## config.mk

```make
export PLATFORM = sky130hd
export DESIGN_NAME = progmem_arbiter_flat
export DESIGN_NICKNAME = d
export VERILOG_FILES = /design/src/rtl/progmem_arb_pkg.sv /design/src/rtl/progmem_arbiter_if.sv /design/src/rtl/progmem_arb_grant.sv /design/src/rtl/progmem_arbiter.sv /design/src/flat_wrapper.sv
export SDC_FILE = /design/constraint.sdc
export NUM_CORES = 1
export LEC_CHECK = 0
export CAP_MARGIN = 40
export CORE_MARGIN = 1
export CORE_UTILIZATION = 30
export CTS_BUF_LIST = sky130_fd_sc_hd__clkbuf_4 sky130_fd_sc_hd__clkbuf_8
export DETAILED_ROUTE_END_ITERATION = 7
export PLACE_DENSITY = 0.72
export SETUP_SLACK_MARGIN = 0.05
export SYNTH_ARGS = -nofsm -noshare
export SYNTH_HDL_FRONTEND = slang
export SYNTH_SLANG_ARGS = --single-unit
```

## constraint.sdc

```tcl
create_clock -name clk -period 2.9 [get_ports clk]
set_input_delay 0.435 -clock clk [delete_from_list [all_inputs] [get_ports clk]]
set_output_delay 0.435 -clock clk [all_outputs]
set_load 0.005 [all_outputs]
```

## src/rtl/progmem_arb_pkg.sv

```systemverilog
// progmem_arb_pkg: shared widths, master id and request bundle for the program-memory arbiter.
package progmem_arb_pkg;
    localparam int ADDR_W = 16;
    localparam int DATA_W = 32;
    localparam int BE_W   = 4;

    typedef logic mid_t;

    typedef struct packed {
        logic [ADDR_W-1:0] addr;
        logic [BE_W-1:0]   be;
        logic              rd;
        logic              wr;
        logic [DATA_W-1:0] wdata;
    } req_t;
endpackage

```

## src/rtl/progmem_arbiter_if.sv

```systemverilog
// progmem_arbiter_if / progmem_mem_if: Avalon-MM bundles for the requesting masters and the
// single-port program memory.
interface progmem_arbiter_if;
    import progmem_arb_pkg::*;
    logic [ADDR_W-1:0] address;
    logic [BE_W-1:0]   byteenable;
    logic              read;
    logic              write;
    logic [DATA_W-1:0] writedata;
    logic              waitrequest;
    logic [DATA_W-1:0] readdata;
    logic              readdatavalid;
    modport master (output address, byteenable, read, write, writedata,
                    input  waitrequest, readdata, readdatavalid);
    modport slave  (input  address, byteenable, read, write, writedata,
                    output waitrequest, readdata, readdatavalid);
endinterface

interface progmem_mem_if;
    import progmem_arb_pkg::*;
    logic [ADDR_W-1:0] address;
    logic [BE_W-1:0]   byteenable;
    logic              chipselect;
    logic              write;
    logic [DATA_W-1:0] writedata;
    logic              clken;
    logic [DATA_W-1:0] readdata;
    modport master (output address, byteenable, chipselect, write, writedata, clken,
                    input  readdata);
    modport slave  (input  address, byteenable, chipselect, write, writedata, clken,
                    output readdata);
endinterface

```

## src/rtl/progmem_arb_grant.sv

```systemverilog
// progmem_arb_grant: picks one of two requesters; round-robin with a MAX_CONSEC burst cap when
// PROGMEM_ARB_ROUND_ROBIN_EN is defined, otherwise fixed priority to master 0.
module progmem_arb_grant
    import progmem_arb_pkg::*;
#(
    parameter int MAX_CONSEC = 8
) (
`ifdef PROGMEM_ARB_ROUND_ROBIN_EN
    input  logic       clk,
    input  logic       reset,
`endif
    input  logic [1:0] i_req,
    output logic       o_gnt,
    output mid_t       o_gnt_id
);
    if (MAX_CONSEC < 1 || MAX_CONSEC > 255) begin : g_bad_max
        $error("MAX_CONSEC must be in 1..255");
    end

    assign o_gnt = |i_req;

`ifdef PROGMEM_ARB_ROUND_ROBIN_EN
    mid_t       r_last_grant;
    logic [7:0] r_consec_cnt;
    logic       w_keep;

    // A zero count only exists out of reset, so the first contention hands off from master 1 to 0.
    assign w_keep   = r_consec_cnt != 8'd0 && r_consec_cnt < 8'(MAX_CONSEC);
    assign o_gnt_id = &i_req ? (w_keep ? r_last_grant : ~r_last_grant) : i_req[1];

    always_ff @(posedge clk or posedge reset) begin
        if (reset) begin
            r_last_grant <= 1'b1;
            r_consec_cnt <= 8'd0;
        end else if (o_gnt) begin
            r_last_grant <= o_gnt_id;
            r_consec_cnt <= (o_gnt_id != r_last_grant) ? 8'd1 :
                            (r_consec_cnt == 8'hff) ? 8'hff : r_consec_cnt + 8'd1;
        end
    end
`else
    assign o_gnt_id = ~i_req[0];
`endif
endmodule

```

## src/rtl/progmem_arbiter.sv

```systemverilog
// progmem_arbiter: two-master Avalon-MM arbiter for the 64Kx32 program memory.
// Define PROGMEM_ARB_ROUND_ROBIN_EN for round-robin with burst cap; default is fixed priority.
module progmem_arbiter
    import progmem_arb_pkg::*;
#(
    parameter int MAX_CONSEC = 8
) (
    input  logic             clk,
    input  logic             reset,
    progmem_arbiter_if.slave m0,
    progmem_arbiter_if.slave m1,
    progmem_mem_if.master    mem
);
    req_t              w_r0, w_r1, w_sel;
    logic [1:0]        w_raw, w_req;
    logic              w_gnt;
    mid_t              w_gnt_id;
    logic              w_rdv0, w_rdv1;
    logic [ADDR_W-1:0] r_addr;
    logic              r_rd_pend;
    mid_t              r_rd_owner;
    logic [DATA_W-1:0] r_rdata0, r_rdata1;

    assign w_r0  = '{addr: m0.address, be: m0.byteenable, rd: m0.read, wr: m0.write, wdata: m0.writedata};
    assign w_r1  = '{addr: m1.address, be: m1.byteenable, rd: m1.read, wr: m1.write, wdata: m1.writedata};
    assign w_raw = {w_r1.rd | w_r1.wr, w_r0.rd | w_r0.wr};
    assign w_req = reset ? 2'b00 : w_raw;

    progmem_arb_grant #(.MAX_CONSEC(MAX_CONSEC)) u_grant (
`ifdef PROGMEM_ARB_ROUND_ROBIN_EN
        .clk      (clk),
        .reset    (reset),
`endif
        .i_req    (w_req),
        .o_gnt    (w_gnt),
        .o_gnt_id (w_gnt_id)
    );

    assign w_sel = w_gnt_id ? w_r1 : w_r0;

    // Outside reset a requesting master always produces a grant, so only the id decides who waits.
    assign m0.waitrequest = reset | (w_raw[0] & w_gnt_id);
    assign m1.waitrequest = reset | (w_raw[1] & ~w_gnt_id);

    assign mem.address    = w_gnt ? w_sel.addr : r_addr;
    assign mem.byteenable = w_sel.be;
    assign mem.writedata  = w_sel.wdata;
    assign mem.chipselect = w_gnt;
    assign mem.write      = w_gnt & w_sel.wr;
    assign mem.clken      = 1'b1;

    assign w_rdv0           = r_rd_pend & ~r_rd_owner;
    assign w_rdv1           = r_rd_pend & r_rd_owner;
    assign m0.readdatavalid = w_rdv0;
    assign m1.readdatavalid = w_rdv1;
    assign m0.readdata      = w_rdv0 ? mem.readdata : r_rdata0;
    assign m1.readdata      = w_rdv1 ? mem.readdata : r_rdata1;

    always_ff @(posedge clk or posedge reset) begin
        if (reset) begin
            r_addr     <= '0;
            r_rd_pend  <= 1'b0;
            r_rd_owner <= 1'b0;
            r_rdata0   <= '0;
            r_rdata1   <= '0;
        end else begin
            r_addr     <= mem.address;
            r_rd_pend  <= w_gnt & w_sel.rd & ~w_sel.wr;
            r_rd_owner <= w_gnt_id;
            r_rdata0   <= m0.readdata;
            r_rdata1   <= m1.readdata;
        end
    end
endmodule
```

## src/flat_wrapper.sv

```systemverilog
// flat-port wrapper written by rule: the top's interface ports become plain ports
module progmem_arbiter_flat import progmem_arb_pkg::*;
#(
    parameter int MAX_CONSEC = 8
)
  (clk, reset, m0_address, m0_byteenable, m0_read, m0_write, m0_writedata, m0_waitrequest, m0_readdata, m0_readdatavalid, m1_address, m1_byteenable, m1_read, m1_write, m1_writedata, m1_waitrequest, m1_readdata, m1_readdatavalid, mem_address, mem_byteenable, mem_chipselect, mem_write, mem_writedata, mem_clken, mem_readdata);
  progmem_arbiter_if m0_i ();
  progmem_arbiter_if m1_i ();
  progmem_mem_if mem_i ();
  input  logic clk;
  input  logic reset;
  input wire logic [$bits(m0_i.address)-1:0] m0_address;
  input wire logic [$bits(m0_i.byteenable)-1:0] m0_byteenable;
  input wire logic [$bits(m0_i.read)-1:0] m0_read;
  input wire logic [$bits(m0_i.write)-1:0] m0_write;
  input wire logic [$bits(m0_i.writedata)-1:0] m0_writedata;
  output wire logic [$bits(m0_i.waitrequest)-1:0] m0_waitrequest;
  output wire logic [$bits(m0_i.readdata)-1:0] m0_readdata;
  output wire logic [$bits(m0_i.readdatavalid)-1:0] m0_readdatavalid;
  input wire logic [$bits(m1_i.address)-1:0] m1_address;
  input wire logic [$bits(m1_i.byteenable)-1:0] m1_byteenable;
  input wire logic [$bits(m1_i.read)-1:0] m1_read;
  input wire logic [$bits(m1_i.write)-1:0] m1_write;
  input wire logic [$bits(m1_i.writedata)-1:0] m1_writedata;
  output wire logic [$bits(m1_i.waitrequest)-1:0] m1_waitrequest;
  output wire logic [$bits(m1_i.readdata)-1:0] m1_readdata;
  output wire logic [$bits(m1_i.readdatavalid)-1:0] m1_readdatavalid;
  output wire logic [$bits(mem_i.address)-1:0] mem_address;
  output wire logic [$bits(mem_i.byteenable)-1:0] mem_byteenable;
  output wire logic [$bits(mem_i.chipselect)-1:0] mem_chipselect;
  output wire logic [$bits(mem_i.write)-1:0] mem_write;
  output wire logic [$bits(mem_i.writedata)-1:0] mem_writedata;
  output wire logic [$bits(mem_i.clken)-1:0] mem_clken;
  input wire logic [$bits(mem_i.readdata)-1:0] mem_readdata;
  assign m0_i.address = m0_address;
  assign m0_i.byteenable = m0_byteenable;
  assign m0_i.read = m0_read;
  assign m0_i.write = m0_write;
  assign m0_i.writedata = m0_writedata;
  assign m0_waitrequest = m0_i.waitrequest;
  assign m0_readdata = m0_i.readdata;
  assign m0_readdatavalid = m0_i.readdatavalid;
  assign m1_i.address = m1_address;
  assign m1_i.byteenable = m1_byteenable;
  assign m1_i.read = m1_read;
  assign m1_i.write = m1_write;
  assign m1_i.writedata = m1_writedata;
  assign m1_waitrequest = m1_i.waitrequest;
  assign m1_readdata = m1_i.readdata;
  assign m1_readdatavalid = m1_i.readdatavalid;
  assign mem_address = mem_i.address;
  assign mem_byteenable = mem_i.byteenable;
  assign mem_chipselect = mem_i.chipselect;
  assign mem_write = mem_i.write;
  assign mem_writedata = mem_i.writedata;
  assign mem_clken = mem_i.clken;
  assign mem_i.readdata = mem_readdata;
  progmem_arbiter #(.MAX_CONSEC(MAX_CONSEC)) u_core (.clk(clk), .reset(reset), .m0(m0_i), .m1(m1_i), .mem(mem_i));
endmodule
```

==> results.yml, run 1 <==
logic_synthesis:
  seq_area_frac_synth: 0.566
  synth_area_leaders: "dfrtp_1 (57%), mux2_2 (31%), o221a_1 (3.1%)"
  synth-xor-area-share: 0
  avgSynthCellArea_um2: 14.7
  muxShareOfSynthArea: 0.311
  yosys_warnings: 0
  synth_area_um2: 3620
  syn_nets: 389
  synth.distinct_cells: 21
  synthAdderAreaFrac: 0
  synth_top_family_by_area: "multiplexers"
  synth-seq-cells: 82
  netlist.top_cell.by_area: "dfrtp_1"
  synthCells: 247
  synth-simple-area-share: 0.0383
  netlist.area_leader.share: 0.566
  synth_compound_area_frac: 0.0570
global_route:
  grt_start_max_net_pins: 54
  antenna_found_initial: 0
  grt_use_total: 0.193
  grt-ovfl-total: 0
  grt_pass1_vias: 3440
  grt_pass1_wl_um: 18400
drt:
  routedWlPerCell_um: 18.3
  drc: 10
  routed_wl_um: 12100
  via_per_inst: 4.71
  antenna_left: 0
  drtIter0Drc: 155
  vias: 3109
  first_pass_iters: 8
sta:
  finalSetupViolCount: 0
  post-route-period-util: 0.968
  rsz0062_at_grt: "yes"
  fin_worst_skew_ns: 0.00247
  layout_setup_ws_ns: 0.0914
  fin_setup_tns_ns: 0
  drv_slew: 0
  post-route-min-period_ns: 2.81
  whs_ns: 0.443
  hold_viol: 0
  fmax_mhz: 356
final_layout:
  finalNonFillerCells: 660
  area_growth_pct: 85.0
  fin_nets: 656
  final_cell_mix: "clkdlybuf4s50_1 (261), mux2_2 (100), dfrtp_1 (82)"
  final_common_cell: "clkdlybuf4s50_1"
  drive_above_1_share: 0.290
  final_core_util: 0.577
  antenna_cells: 0
worst_setup_path:
  crit_type: "primary input to primary output"
  cp_max_fo: 26
  worstReg2RegStart: "u_core.r_rd_owner$_DFF_PP0_"
  reg2reg_slack_ns: 1.48
  critPathLaunchType: "primary input"
  rr_worst_depth: 3
  cp-end-kind: "primary output"
  crit_required_ns: 2.47
  crit_arrival_ns: 2.37
  rr_endpoint: "u_core.r_rdata1[11]$_DFF_PP0_"
  crit_path_end: "mem_writedata[7]"
  crit_start: "m0_write"
clock_tree:
  cts_made_buffers: 9
  cts_tree: "yes"
  cts_root_buf: "clkbuf_8"
  clock_path_buffers: 2
  clk_pin_slew_worst_paths_ns: 0.07
  htreeDepth: 3
  cts_resized: 0
  post-cts-setup-buffers: 0
  insertion_delay_ns: 0.34
  clock_sinks: 82
  postCtsHoldBufs: 0
pwr:
  power_density_nw_per_um2: 528
  leakage_nw: 2.69
  peakVddDrop_v: 0.000202
placed_design:
  post-place-cells: 645
  io_buffers: 263
  hpwl_um: 9270
  place_ws_ns: 0.0558
  place.gp.congestion: 0.811
die:
  io_pins: 265
  die_area_um2: 12500
  initial_core_util: 0.312
  die_h_um: 112
  core_um2: 11600
  rows: 39
  die_w_um: 112
min_path:
  hold_path_class: "primary input to flop"
job:
  drv_cap: 0
run_status:
  status: "finished with violations"
  violations: "design-rule violations"
layer usage:
metal,routed length (µm),track usage,up-vias
met4,493,0.114,0
met3,798,0.0425,23
met2,6410,0.348,155
met1,4370,0.208,1507
li1,-,-,1424
met5,0,0,-
worst min path at each step:
stage                             startpoint                             to  slack (ns)  cells past startpoint
3_5_place_dp   u_core.r_rdata1[10]$_DFF_PP0_  u_core.r_rdata1[10]$_DFF_PP0_        0.48                      1
2_1_floorplan   u_core.r_rdata1[0]$_DFF_PP0_   u_core.r_rdata1[0]$_DFF_PP0_        0.48                      1
5_1_grt                             m1_write     u_core.r_rd_pend$_DFF_PP0_        0.45                      2
4_1_cts        u_core.r_rdata1[10]$_DFF_PP0_  u_core.r_rdata1[10]$_DFF_PP0_        0.50                      1
3_3_place_gp   u_core.r_rdata1[10]$_DFF_PP0_  u_core.r_rdata1[10]$_DFF_PP0_        0.48                      1
6_report                            m1_write     u_core.r_rd_pend$_DFF_PP0_        0.44                      2
stage by stage:
| step | power (mW) | area, µm² |
|---|---|---|
| final | 3.54 | 6710 |
| after global routing | 3.75 | 6710 |
| after CTS | 3.59 | 6670 |
| after detailed placement | 2.78 | 6480 |
| after global placement | 2.74 | 6460 |
| after floorplan | 1.89 | 3630 |
state kept, by name, indices dropped and copies added (netlist names):
register           cells
u_core.r_addr         16
u_core.r_rd_owner      1
u_core.r_rd_pend       1
u_core.r_rdata0       32
u_core.r_rdata1       32
where the power goes:
group	internal [mW]	switching, mW	total [mW]	leakage (nW)
Clock	0.407	0.381	0.788	0.0921
Sequential	1.38	0.0596	1.44	0.958
Combinational	0.898	0.415	1.31	1.64
Total	2.69	0.856	3.54	2.69
worst max-delay path, stage by stage:
cell	delay [ns]
clkdlybuf4s50_1	0.47
buf_4	0.18
o21bai_4	0.20
clkbuf_16	0.25
mux2_2	0.34
clkdlybuf4s50_1	0.49
area by class of cell:
type | instances | area (µm²)
Fill cell | 954 | 4910
Multi-Input combinational cell | 145 | 1500
Tap cell | 143 | 179
Timing Repair Buffer | 273 | 2780
Sequential cell | 82 | 2050
Inverter | 3 | 15.0
Clock inverter | 3 | 42.5
Clock buffer | 11 | 139
cell usage after synthesis (all sizes together):
master,n
nor2b,1
conb,1
clkbuf,3
o21ai,1
buf,14
a2111oi,1
inv,3
nand2,1
or2,16
nor4,1
mux2,100
nor2,4
dfrtp,82
a21oi,1
or4,1
o221a,16
o21bai,1
cell families (layout without fill, tap and decap cells):
family,Yosys count,count (layout)
AOI/OAI and AO/OA,20,20
buffers and inverters,20,290
DFF,82,82
muxes,100,100
other,1,1
and+or+nand+nor,24,24
Note: power is estimated with default switching activity, not from simulation.
==> run 2: changes to the inputs <==
--- a/config.mk
+++ b/config.mk
@@ -12,6 +12,7 @@
 export DETAILED_ROUTE_END_ITERATION = 7
 export PLACE_DENSITY = 0.72
 export SETUP_SLACK_MARGIN = 0.05
+export SKIP_CTS_REPAIR_TIMING = 1
 export SYNTH_ARGS = -nofsm -noshare
 export SYNTH_HDL_FRONTEND = slang
 export SYNTH_SLANG_ARGS = --single-unit
==> results of run 2 <==
Final layout, timing and power as in run 1 (identical DEF).
==> run 3: changes to the inputs <==
--- a/config.mk
+++ b/config.mk
@@ -7,10 +7,10 @@
 export LEC_CHECK = 0
 export CAP_MARGIN = 40
 export CORE_MARGIN = 1
-export CORE_UTILIZATION = 30
+export CORE_UTILIZATION = 35
 export CTS_BUF_LIST = sky130_fd_sc_hd__clkbuf_4 sky130_fd_sc_hd__clkbuf_8
 export DETAILED_ROUTE_END_ITERATION = 7
-export PLACE_DENSITY = 0.72
+export PLACE_DENSITY = 0.82
 export SETUP_SLACK_MARGIN = 0.05
 export SKIP_CTS_REPAIR_TIMING = 1
 export SYNTH_ARGS = -nofsm -noshare
==> run 3 against run 2 <==
  * The flow now finishes without violations
  * Largest cell class unchanged
  * Cell area rose by 0.65%
  * Sequential share of layout area fell by 0.20 points
  * Count of clock-buffer cells in the layout rose by 2
  * Flip-flop and latch count did not move
  * First-iteration DRC count fell by 10%
  * Die area fell by 14%
==> results.yml, run 3 (same netlist as run 1, synthesis figures left out) <==
sta:
  drv_slew: 0
  post-route-min-period_ns: 2.82
  fmax_mhz: 354
  fin_worst_skew_ns: 0.00915
  post-route-period-util: 0.974
  hold_viol: 0
  rsz0062_at_grt: "yes"
  finalSetupViolCount: 0
  layout_setup_ws_ns: 0.0766
pwr:
  peakVddDrop_v: 0.000243
  seq_power_share: 0.394
  p_int_mw: 2.76
  power_density_nw_per_um2: 542
  p_comb_frac: 0.365
  swShare: 0.246
  leakage_nw: 2.74
  pwr-share-clk: 0.242
  p_switching_mw: 0.901
  p_total_mw: 3.66
final_layout:
  fin_nets: 659
  largestRegisters: "u_core.r_rdata0 (32), u_core.r_rdata1 (32), u_core.r_addr (16)"
  final_core_util: 0.681
  area_growth_pct: 86.2
  final_common_cell: "clkdlybuf4s50_1"
  final_cell_mix: "clkdlybuf4s50_1 (257), mux2_2 (100), dfrtp_1 (82)"
  drive_above_1_share: 0.297
worst_setup_path:
  cp_max_fo: 8
  cp-end-kind: "primary output"
  critPathLaunchType: "primary input"
  critPathMostFrequentCell: "clkdlybuf4s50_1"
  crit_required_ns: 2.47
  cp_cell_sequence: "clkdlybuf4s50_1, or4_4, buf_6, o221a_2, clkdlybuf4s50_1"
  crit_type: "primary input to primary output"
  crit_arrival_ns: 2.39
  worst_path_max_delay_cell: "or4_4"
  crit_path_max_incr_delay_ns: 0.59
drt:
  first_pass_iters: 4
  vias: 3128
  routed_wl_um: 13600
  drc: 0
  via_per_inst: 4.77
  antenna_left: 0
  drtIter0Drc: 139
  routedWlPerCell_um: 20.7
global_route:
  grt_use_total: 0.258
  grt_start_max_net_pins: 52
  antenna_found_initial: 0
  grt_pass1_vias: 3460
  grt_pass1_wl_um: 20500
  grt-ovfl-total: 0
clock_tree:
  insertion_delay_ns: 0.35
  cts_root_buf: "clkbuf_8"
  cts_tree: "yes"
  clock_sinks: 82
  cts_made_buffers: 9
  clk_pin_slew_worst_paths_ns: 0.08
  htreeDepth: 3
  clock_path_buffers: 2
placed_design:
  place_ws_ns: -0.0343
  io_buffers: 263
  hpwl_um: 10700
  place.gp.congestion: 0.999
die:
  initial_core_util: 0.366
  io_pins: 265
  rows: 36
  core_um2: 9910
  die_area_um2: 10800
  die_w_um: 104
  die_h_um: 104
run_status:
  status: "finished, final reports clean"
min_path:
  hold_path_class: "primary input to flop"
job:
  drv_cap: 0
## run 3: cell count changes in the layout (fill, tap and decap cells not counted), sizes merged
cell / previous run / this run
buf: 9 / 13
diode: 0 / 1
clkdlybuf4s50: 261 / 257
dlymetal6s2s: 2 / 6
clkbuf: 12 / 13
## run 3: layout make-up
class / instances / area [µm²]
Clock buffer: 13 / 173
Tap cell: 133 / 166
Fill cell: 720 / 3160
Antenna cell: 1 / 2.50
Inverter: 3 / 15.0
Multi-Input combinational cell: 145 / 1500
Sequential cell: 82 / 2050
Clock inverter: 3 / 46.3
Timing Repair Buffer: 276 / 2800
## run 3: worst paths after layout
path	from	endpoint	slack, ns	cells past startpoint
max in group asynchronous	reset	u_core.r_rdata0[3]$_DFF_PP0_	1.55	5
hold reg to reg	u_core.r_rdata1[13]$_DFF_PP0_	u_core.r_rdata1[13]$_DFF_PP0_	0.50	1
setup reg to reg	u_core.r_rd_pend$_DFF_PP0_	u_core.r_rdata0[25]$_DFF_PP0_	1.59	3
hold / removal	m0_write	u_core.r_rd_pend$_DFF_PP0_	0.48	2
setup / recovery	reset	mem_address[3]	0.08	5
min in group asynchronous	reset	u_core.r_rd_pend$_DFF_PP0_	0.75	4
## run 3: layer usage
metal | global-route usage | wire [µm] | vias up
met5 | 0 | 0 | -
met4 | 0.0918 | 273 | 0
met3 | 0.0673 | 937 | 18
met2 | 0.466 | 7100 | 149
met1 | 0.292 | 5270 | 1527
li1 | - | - | 1434
## run 3: power groups by stage
| stage | Combinational, mW | Clock, mW | Sequential [mW] |
|---|---|---|---|
| finish | 1.33 | 0.885 | 1.44 |
| detailed placement | 1.34 | 0 | 1.46 |
| CTS | 1.35 | 0.911 | 1.44 |
| floorplan | 0.449 | 0 | 1.44 |
| global placement | 1.31 | 0 | 1.45 |
| global route | 1.41 | 0.961 | 1.47 |
## run 3: worst max-delay path, delay by kind of cell
kind            cells  cell delay [ns]
compound gates      1             0.27
simple gates        1             0.59
buf+inv             3             1.09
## run 3: per-stage QoR
stage	instance area (µm²)	hold slack, ns	cells	TNS, ns
2_1_floorplan	3630	0.485	247	0
3_3_place_gp	6470	0.476	637	0
3_5_place_dp	6490	0.482	638	-0.182
4_1_cts	6710	0.503	654	-0.264
5_1_grt	6750	0.506	655	0
6_report	6750	0.483	656	0
